## config.mk

```make
export PLATFORM = sky130hd
export DESIGN_NAME = ysyx_22041211_seq
export DESIGN_NICKNAME = d
export VERILOG_FILES = /design/src/rtl/ysyx_22041211_seq_pkg.sv /design/src/rtl/ysyx_22041211_seq_wdog.sv /design/src/rtl/ysyx_22041211_seq.sv
export SDC_FILE = /design/constraint.sdc
export NUM_CORES = 1
export LEC_CHECK = 0
export ABC_AREA = 0
export ABC_CLOCK_PERIOD_IN_PS = 1800
export BUFFER_PORTS_ARGS = -buffer_cell sky130_fd_sc_hd__buf_4
export CORE_ASPECT_RATIO = 1.5
export CORE_MARGIN = 1.5
export CORE_UTILIZATION = 41
export CTS_BUF_LIST = sky130_fd_sc_hd__clkbuf_8
export DETAILED_ROUTE_END_ITERATION = 10
export PLACE_DENSITY = 0.67
export SYNTH_ARGS = -nofsm -noshare
export SYNTH_HDL_FRONTEND = slang
export SYNTH_SLANG_ARGS = --single-unit
export TNS_END_PERCENT = 1
```

## constraint.sdc

```tcl
create_clock -name clk -period 1.8 [get_ports clk]
set_input_delay 0.27 -clock clk [delete_from_list [all_inputs] [get_ports clk]]
set_output_delay 0.27 -clock clk [all_outputs]
set_load 0.005 [all_outputs]
```

## src/rtl/ysyx_22041211_seq_pkg.sv

```systemverilog
// Shared sequencer definitions: state encodings and default watchdog limit,
// visible to write-back and debug logic that decodes the sequencer state.
package ysyx_22041211_seq_pkg;

  typedef enum logic [2:0] {
    ST_IDLE  = 3'd0,
    ST_FETCH = 3'd1,
    ST_EXEC  = 3'd2,
    ST_MEM   = 3'd3,
    ST_WB    = 3'd4,
    ST_HALT  = 3'd5
  } seq_state_e;

  localparam int unsigned SEQ_TIMEOUT_CYC_DEF = 1024;

  // States in which the sequencer waits on an external handshake.
  function automatic logic is_wait_state(input seq_state_e s);
    return (s == ST_FETCH) || (s == ST_MEM);
  endfunction

endpackage

```

## src/rtl/ysyx_22041211_seq_wdog.sv

```systemverilog
// Handshake watchdog: counts cycles spent in a wait state, flags expiry on the
// last allowed cycle and keeps a sticky timeout flag until reset.
module ysyx_22041211_seq_wdog #(
  parameter int unsigned TIMEOUT_CYC = 1024
) (
  input  logic clk,
  input  logic rst_n,
  input  logic active_i,
  input  logic hit_i,
  output logic expire_o,
  output logic timeout_o
);

  localparam int unsigned CW = $clog2(TIMEOUT_CYC) + 1;
  localparam logic [CW-1:0] CNT_LAST = CW'(TIMEOUT_CYC - 1);

  logic [CW-1:0] cnt_q, cnt_d;
  logic          timeout_q, timeout_d;

  // Leaving the wait state clears the count, so every entry starts at zero.
  always_comb begin
    expire_o  = active_i && !hit_i && (cnt_q == CNT_LAST);
    cnt_d     = active_i ? cnt_q + 1'b1 : '0;
    timeout_d = timeout_q | expire_o;
  end

  always_ff @(posedge clk or negedge rst_n) begin
    if (!rst_n) begin
      cnt_q     <= '0;
      timeout_q <= 1'b0;
    end else begin
      cnt_q     <= cnt_d;
      timeout_q <= timeout_d;
    end
  end

  assign timeout_o = timeout_q;

endmodule

```

## src/rtl/ysyx_22041211_seq.sv

```systemverilog
// Multi-cycle instruction sequencer (IDLE/FETCH/EXEC/MEM/WB/HALT).
// Define YSYX_22041211_SEQ_TIMEOUT_EN to build in the handshake watchdog.
module ysyx_22041211_seq
  import ysyx_22041211_seq_pkg::*;
#(
  parameter int unsigned DATA_LEN    = 32,
  parameter int unsigned TIMEOUT_CYC = SEQ_TIMEOUT_CYC_DEF
) (
  input  logic                clk,
  input  logic                rst,
  input  logic                ifu_valid,
  input  logic                memory_inst_i,
  input  logic                lsu_valid,
  input  logic                wd_i,
  output logic                ifu_req,
  output logic                lsu_req,
  output logic                rf_we_o,
  output logic                pc_we_o,
  output logic                finish,
  output logic [DATA_LEN-1:0] inst_cnt,
  output logic                timeout_o
);

  seq_state_e          state_q, state_d;
  logic                ifu_req_q, ifu_req_d;
  logic                lsu_req_q, lsu_req_d;
  logic                wb_q, wb_d;
  logic [DATA_LEN-1:0] inst_cnt_q, inst_cnt_d;
  logic                hit;
  logic                expire;

  assign hit = ((state_q == ST_FETCH) && ifu_valid) ||
               ((state_q == ST_MEM)   && lsu_valid);

`ifdef YSYX_22041211_SEQ_TIMEOUT_EN
  ysyx_22041211_seq_wdog #(
    .TIMEOUT_CYC (TIMEOUT_CYC)
  ) u_wdog (
    .clk       (clk),
    .rst_n     (rst),
    .active_i  (is_wait_state(state_q)),
    .hit_i     (hit),
    .expire_o  (expire),
    .timeout_o (timeout_o)
  );
`else
  // Without the watchdog the limit has no meaning; keep it referenced.
  logic unused_wdog;
  assign unused_wdog = hit ^ (TIMEOUT_CYC == 0);
  assign expire      = 1'b0;
  assign timeout_o   = 1'b0;
`endif

  always_comb begin
    state_d = state_q;
    unique case (state_q)
      ST_IDLE:  state_d = ST_FETCH;
      ST_FETCH: begin
        if (ifu_valid)   state_d = ST_EXEC;
        else if (expire) state_d = ST_HALT;
      end
      ST_EXEC:  state_d = memory_inst_i ? ST_MEM : ST_WB;
      ST_MEM: begin
        if (lsu_valid)   state_d = ST_WB;
        else if (expire) state_d = ST_HALT;
      end
      ST_WB:    state_d = ST_FETCH;
      ST_HALT:  state_d = ST_HALT;
      default:  state_d = ST_IDLE;
    endcase

    // Outputs are registered from the next state, so they track state_q exactly.
    ifu_req_d  = (state_d == ST_FETCH);
    lsu_req_d  = (state_d == ST_MEM);
    wb_d       = (state_d == ST_WB);
    inst_cnt_d = inst_cnt_q + {{(DATA_LEN-1){1'b0}}, (state_q == ST_WB)};
  end

  always_ff @(posedge clk or negedge rst) begin
    if (!rst) begin
      state_q    <= ST_IDLE;
      ifu_req_q  <= 1'b0;
      lsu_req_q  <= 1'b0;
      wb_q       <= 1'b0;
      inst_cnt_q <= '0;
    end else begin
      state_q    <= state_d;
      ifu_req_q  <= ifu_req_d;
      lsu_req_q  <= lsu_req_d;
      wb_q       <= wb_d;
      inst_cnt_q <= inst_cnt_d;
    end
  end

  assign ifu_req  = ifu_req_q;
  assign lsu_req  = lsu_req_q;
  assign pc_we_o  = wb_q;
  assign finish   = wb_q;
  assign rf_we_o  = wb_q & wd_i;
  assign inst_cnt = inst_cnt_q;

endmodule

```

==> impl_metrics.csv, run 1 <==
group,metric,value,unit
critical_path,rr_startpoint,"state_q[0]$_DFF_PN0_",
yosys,ys_warn_count,0,
power,switchingPower,0.528,mW
route,routed_wl,3.33,mm
yosys,syn_area_per_cell,12.0,um^2
placement,io_buffers,42,
cts,cts_tree,"yes",
yosys,yosys.area_share.simple,22.5,%
min_path,min-delay-path-class,"in2reg",
yosys,synth.ff_latch_count,38,
critical_path,r2r-end,"inst_cnt[30]$_DFF_PN0_",
floorplanning,num_io_pins,44,
route,drt_first_pass_iters,3,
power,ir_drop,0.704,mV
floorplanning,rows,28,
power,p_per_area,935,mW/mm^2
cells_and_area,num_antenna_cells,0,
yosys,synth_top_family_by_area,"simple AND/OR/NAND/NOR gates",
timing,finalCritPeriodShare,101,%
floorplanning,initial_core_util,42.9,%
yosys,synth_top_area_cell,"dfrtp_1",
global_routing,grt_pass1_wl,5.71,mm
yosys,synth-xor-area-share,15.5,%
critical_path,startpoint,"state_q[0]$_DFF_PN0_",
critical_path,cp-start-kind,"flop",
yosys,mappedNetlistArea,0.00170,mm^2
critical_path,slowest_delay,390,ps
cts,clockBufferDepth,2,
yosys,synth-edff-count,0,
route,via_per_inst,5.07,
cells_and_area,fin_cells,243,
outcome,violations,"negative setup slack",
cts,cts-buffers-inserted,5,
critical_path,crit_chain,"nor3b_2 > ha_2 > ha_4 > nand4_1 > nor3_4 > nand4_1 > xnor2_1",
cells_and_area,area_growth,34.0,%
global_routing,antenna_found_initial,0,
timing,worst_slack,-25.7,ps
cells_and_area,design.final.nets,206,
timing,clock.fmax,0.548,GHz
power,combPwrFrac,16.9,%
global_routing,gr-total-overflow,0,
yosys,synth_fa_ha_area_share,1.47,%
critical_path,cp_common_cell,"nand4_1",
timing,drv_slew,0,
yosys,synthCells,141,
floorplanning,core_area,0.00396,mm^2
cts,htreeDepth,2,
critical_path,end_kind,"flop",
route,drc,0,
power,pwr-share-seq,48.6,%
route,vias,1233,
global_routing,grt_max_degree,39,
outcome,status,"finished, violations left",
cts,cts-root-buf,"clkbuf_8",
global_routing,track_usage,16.2,%
placement,place.gp.congestion,0.709,
power,sw_frac_of_total,24.8,%
floorplanning,die_width,55.5,um
min_path,hold-path-endpoint,"ifu_req$_DFF_PN0_",
route,postRouteAntennaNets,0,
cells_and_area,drive_above_1_share,36.4,%
timing,rsz0062_at_grt,"true",
power,internal-power,1.60,mW
timing,finalSetupViolCount,5,
placement,dpl_cell_area,0.00212,mm^2
cells_and_area,design_area,0.00228,mm^2
min_path,min_from,"ifu_valid",
yosys,syn_nets,149,
cts,clkSinkCount,38,
timing,clock_skew,10.2,ps
route,wl_per_cell,13.7,um
cts,clk_pin_slew,80,ps
floorplanning,die_h,81.8,um
yosys,synth_cell_types,29,
min_path,whs_path_depth,3,
route,drt_iter0_markers,23,
timing,fin_crit,1830,ps
run,max-cap-violations,0,
global_routing,grt_pass1_vias,1233,
yosys,synthTopCellsByArea,"dfrtp_1 (56%), xnor2_1 (12%), nand3_1 (3.5%), xor2_1 (3.1%), nand2_1 (2.7%)",
critical_path,r2r_slack,-30,ps
floorplanning,dieArea,0.00454,mm^2
critical_path,cp_slowest_cell,"dfrtp_1",
yosys,synth-seq-area-share,56.0,%
yosys,synth-compound-area-share,1.69,%
yosys,synth_flop_cell,"dfrtp_1",
power,clkPwrFrac,34.5,%
critical_path,ff2ff_path_depth,7,
critical_path,worstPathMaxFanout,7,
yosys,synthArstFlopShare,100,%
critical_path,cp_data_required_time,1980,ps
yosys,synthMuxAreaShare,0.590,%
critical_path,criticalPathCategory,"reg2reg",
cts,insertion_delay,290,ps
power,p_leak,1.16,nW
critical_path,critPathArrivalTime,2010,ps
placement,dp.cells,232,
yosys,synth.top_cell.area_share,56.0,%
timing,timing.final.hold_violations,0,
placement,hpwlAfterDp,2.41,mm
[timing repair]
action                                 4_1_cts  5_1_grt
buffers inserted                             3        0
hold buffers                                 1        0
endpoints found under the hold margin       38        0
pin swaps                                    9        3
resized for setup                            1        2
setup endpoints to repair                    9       20
cloned                                       0        0
[metal layers]
| layer | wire length, um | up-vias | track usage, % | part of all wire [%] |
|---|---|---|---|---|
| li1 | - | 597 | - | - |
| met1 | 1370 | 602 | 18.4 | 41 |
| met2 | 1750 | 29 | 28.6 | 53 |
| met3 | 140 | 5 | 4.25 | 4.2 |
| met4 | 61 | 0 | 7.32 | 1.8 |
| met5 | 0 | - | 0 | 0 |
[power groups by stage]
stage,combinational (mW),clock (mW),sequential [mW]
CTS,0.367,0.747,1.04
global placement,0.348,0,1.04
global route,0.410,0.785,1.05
finish,0.361,0.734,1.03
floorplan,0.124,0,1.06
detailed placement,0.358,0,1.05
[flip-flops by register name, summed over array words and instances (netlist names)]
| name | count |
|---|---|
| finish | 1 |
| state_q | 3 |
| lsu_req | 1 |
| inst_cnt | 32 |
| ifu_req | 1 |
[synthesized netlist by cell type (2+ instances only)]
cell / n
dfrtp_1: 38
xnor2_1: 24
nand2_1: 12
nand3_1: 12
and3_1: 6
nand4_1: 6
nor2_1: 6
xor2_1: 6
and4_1: 5
inv_1: 4
buf_4: 2
ha_1: 2
nor4_4: 2
[how the worst max path moves through the flow]
stage               slack (ps)                      to  depth (start not counted)
finish                     -30  inst_cnt[30]$_DFF_PN0_                          7
global route              -180  inst_cnt[30]$_DFF_PN0_                          7
CTS                        -40  inst_cnt[30]$_DFF_PN0_                          7
detailed placement        -120  inst_cnt[30]$_DFF_PN0_                          7
global placement           -50  inst_cnt[30]$_DFF_PN0_                          7
floorplan                  -20  inst_cnt[30]$_DFF_PN0_                          7
[cell type report]
cell class,instances,area [um^2]
fillers,340,1680
clock inverters,1,30.0
clock buffers,6,82.6
multi-input cells,96,737
repair buffers,53,404
well taps,45,56.3
inverters,4,15.0
flip-flops and latches,38,951
[cell families after synthesis]
group,count (synthesis)
fa+ha+maj,2
compound gates,4
simple gates,58
mux,1
xor+xnor,30
other cells,1
flops,38
buf+inv,7
[cells in the final DEF (no fill, tap or decap), types with 2 or more instances in the layout]
| cell | count |
|---|---|
| nand4_1 | 6 |
| inv_1 | 4 |
| nand2_1 | 11 |
| and4_1 | 5 |
| and3_1 | 6 |
| buf_4 | 51 |
| nor4_4 | 2 |
| dfrtp_1 | 38 |
| clkbuf_8 | 6 |
| nor2_1 | 5 |
| xnor2_1 | 24 |
| nand3_1 | 12 |
| xor2_1 | 6 |
[through the flow]
| step | setup TNS, ps | setup slack (ps) | utilization [%] | hold slack, ps | power (mW) |
|---|---|---|---|---|---|
| 2_1_floorplan | -26.9 | -22.8 | - | -25.6 | 1.19 |
| 6_report | -61.3 | -25.7 | 57.5 | 241 | 2.13 |
| 3_5_place_dp | -672 | -123 | 53.6 | 269 | 1.41 |
| 4_1_cts | -225 | -44.0 | 57.3 | 238 | 2.15 |
| 5_1_grt | -1710 | -180 | 57.5 | 250 | 2.25 |
| 3_3_place_gp | -156 | -50.6 | 53.6 | 263 | 1.39 |
[critical path: cells and delay by family, from the launching register on]
kind | cells | cell delay [ps]
fa+ha+maj | 2 | 380
flops | 1 | 390
xor+xnor | 1 | 150
simple gates | 4 | 800
Note: power is estimated with default switching activity, not from simulation.
==> run 2: changes to the inputs <==
CTS_BUF_LIST = sky130_fd_sc_hd__clkbuf_2   (was sky130_fd_sc_hd__clkbuf_8)
==> run 2 against run 1 <==
  * The flow still finishes with violations (negative setup slack)
  * Core utilization decreased by 1.7 points
  * Register-to-register slack is essentially flat
  * Sequential share of layout area up 1.3 points
  * Non-clock buffer count shrank 1
  * Cell count shrank 0.41%
  * Routed wire length about the same
  * Sequential power is essentially flat
  * Critical path type unchanged
  * Largest power group unchanged
==> impl_metrics.csv, run 2 (synthesis gave the netlist of run 1 again) <==
group,metric,value,unit
global_routing,busiest_layer,"met2",
cts,clkSinkCount,38,
timing,timing.final.hold_violations,0,
power,switchingPower,0.503,mW
timing,finalSetupViolCount,2,
timing,drv_slew,0,
route,routed_wl,3.33,mm
floorplanning,num_io_pins,44,
run,max-cap-violations,0,
critical_path,crit_chain,"nor3b_2 > ha_2 > ha_4 > nand4_1 > nor3_4 > buf_4 > xor2_1",
global_routing,grt_pass1_vias,1242,
critical_path,slowest_delay,420,ps
placement,io_buffers,42,
route,drt_iter0_markers,26,
power,internal-power,1.38,mW
critical_path,end_kind,"flop",
critical_path,criticalPathCategory,"reg2reg",
cts,cts-root-buf,"clkbuf_2",
placement,hpwlAfterDp,2.41,mm
critical_path,cp_data_required_time,2110,ps
cells_and_area,largest_reg_flops,32,
cts,clockBufferDepth,2,
floorplanning,dieArea,0.00454,mm^2
power,p_total,1.88,mW
cells_and_area,area.sequential,951,um^2
cts,clk_pin_slew,170,ps
power,ir_drop,0.703,mV
cells_and_area,design.final.nets,205,
cts,insertion_delay,390,ps
placement,place.gp.congestion,0.709,
timing,worst_slack,-15.8,ps
route,drt_first_pass_iters,3,
critical_path,cp-start-kind,"flop",
power,sw_frac_of_total,26.7,%
power,pwr-share-seq,54.9,%
floorplanning,die_width,55.5,um
timing,clock_skew,25.8,ps
min_path,min-delay-path-class,"in2reg",
critical_path,cp_top_family,"simple AND/OR/NAND/NOR gates",
cells_and_area,drive_above_1_share,34.5,%
timing,holdWs,137,ps
outcome,status,"finished, violations left",
global_routing,use_met1,18.3,%
outcome,violations,"negative setup slack",
cells_and_area,multi_input_area,732,um^2
floorplanning,die_h,81.8,um
global_routing,gr-total-overflow,0,
cts,cts_tree,"yes",
route,drc,0,
global_routing,use_met3,4.72,%
floorplanning,initial_core_util,42.9,%
power,combPwrFrac,19.0,%
cells_and_area,final_common_cell,"buf_4",
cells_and_area,num_antenna_cells,0,
critical_path,critPathArrivalTime,2120,ps
floorplanning,rows,28,
critical_path,worstPathMaxFanout,7,
timing,fin_crit,1820,ps
power,p_leak,1.13,nW
timing,finalCritPeriodShare,101,%
power,clkPwrFrac,26.1,%
critical_path,cp_slowest_cell,"dfrtp_1",
global_routing,antenna_found_initial,0,
global_routing,grt_max_degree,39,
critical_path,critPathBufInv,1,
floorplanning,core_area,0.00396,mm^2
cells_and_area,layout_common_cells,"buf_4 (50), dfrtp_1 (38), xnor2_1 (24), nand2_1 (12), nand3_1 (12)",
cts,cts-buffers-inserted,5,
route,postRouteAntennaNets,0,
cells_and_area,fin_util,55.8,%
cells_and_area,n_fill_cell,348,
route,vias,1228,
timing,clock.fmax,0.551,GHz
global_routing,track_usage,16.3,%
placement,place_ws,-123,ps
timing,rsz0062_at_grt,"true",
global_routing,met2_usage,28.7,%
cts,htreeDepth,2,
route,wl_per_cell,13.7,um
power,p_per_area,851,mW/mm^2
cells_and_area,area_growth,30.1,%
global_routing,grt_pass1_wl,5.73,mm
route,via_per_inst,5.07,
==> run 2: routing by layer <==
metal / wire length (um) / vias to the layer above
met3: 144 / 5
met5: 0 / -
met2: 1740 / 29
met4: 58 / 0
li1: - / 596
met1: 1380 / 598
==> run 2: area by class of cell <==
| class | instances | share of cell area [%] |
|---|---|---|
| flip-flops and latches | 38 | 43.0 |
| multi-input cells | 96 | 33.1 |
| repair buffers | 52 | 18.0 |
| well taps | 45 | 2.55 |
| clock inverters | 2 | 1.53 |
| clock buffers | 5 | 1.13 |
| inverters | 4 | 0.680 |
==> run 2: power groups by stage <==
stage	clock [mW]	combinational, mW	sequential, mW
2_1_floorplan	0	0.124	1.06
3_3_place_gp	0	0.348	1.04
3_5_place_dp	0	0.358	1.05
4_1_cts	0.517	0.364	1.03
5_1_grt	0.553	0.407	1.05
6_report	0.491	0.357	1.03
==> run 2: final timing paths <==
path                                         from                endpoint  slack, ps  depth (start not counted)
max                          state_q[1]$_DFF_PN0_  inst_cnt[12]$_DFF_PN0_        -20                          7
min                                     ifu_valid       ifu_req$_DFF_PN0_        140                          3
max in group asynchronous                     rst   inst_cnt[9]$_DFF_PN0_       1090                          2
min in group asynchronous                     rst  inst_cnt[28]$_DFF_PN0_        340                          2
min reg2reg                inst_cnt[31]$_DFF_PN0_  inst_cnt[31]$_DFF_PN0_        490                          1
max reg2reg                  state_q[1]$_DFF_PN0_  inst_cnt[12]$_DFF_PN0_        -20                          7
==> run 2: through the flow <==
stage | TNS, ps | area [um^2] | instances
final | -18.9 | 2210 | 242
after global routing | -1550 | 2210 | 242
after CTS | -244 | 2210 | 242
after detailed placement | -672 | 2120 | 232
after global placement | -156 | 2120 | 232
after floorplan | -26.9 | 1720 | 141
==> run 2: timing repair <==
item,4_1_cts,5_1_grt
buffers inserted,2,0
hold buffers,1,0
gates cloned,0,0
setup endpoints to repair,12,21
pin swaps,5,3
resized for setup,0,1
endpoints found under the hold margin,38,0
==> run 2: worst min-delay path, stage by stage <==
cell and delay (ps):
buf_4 80, o21a_1 100, nor2_1 40
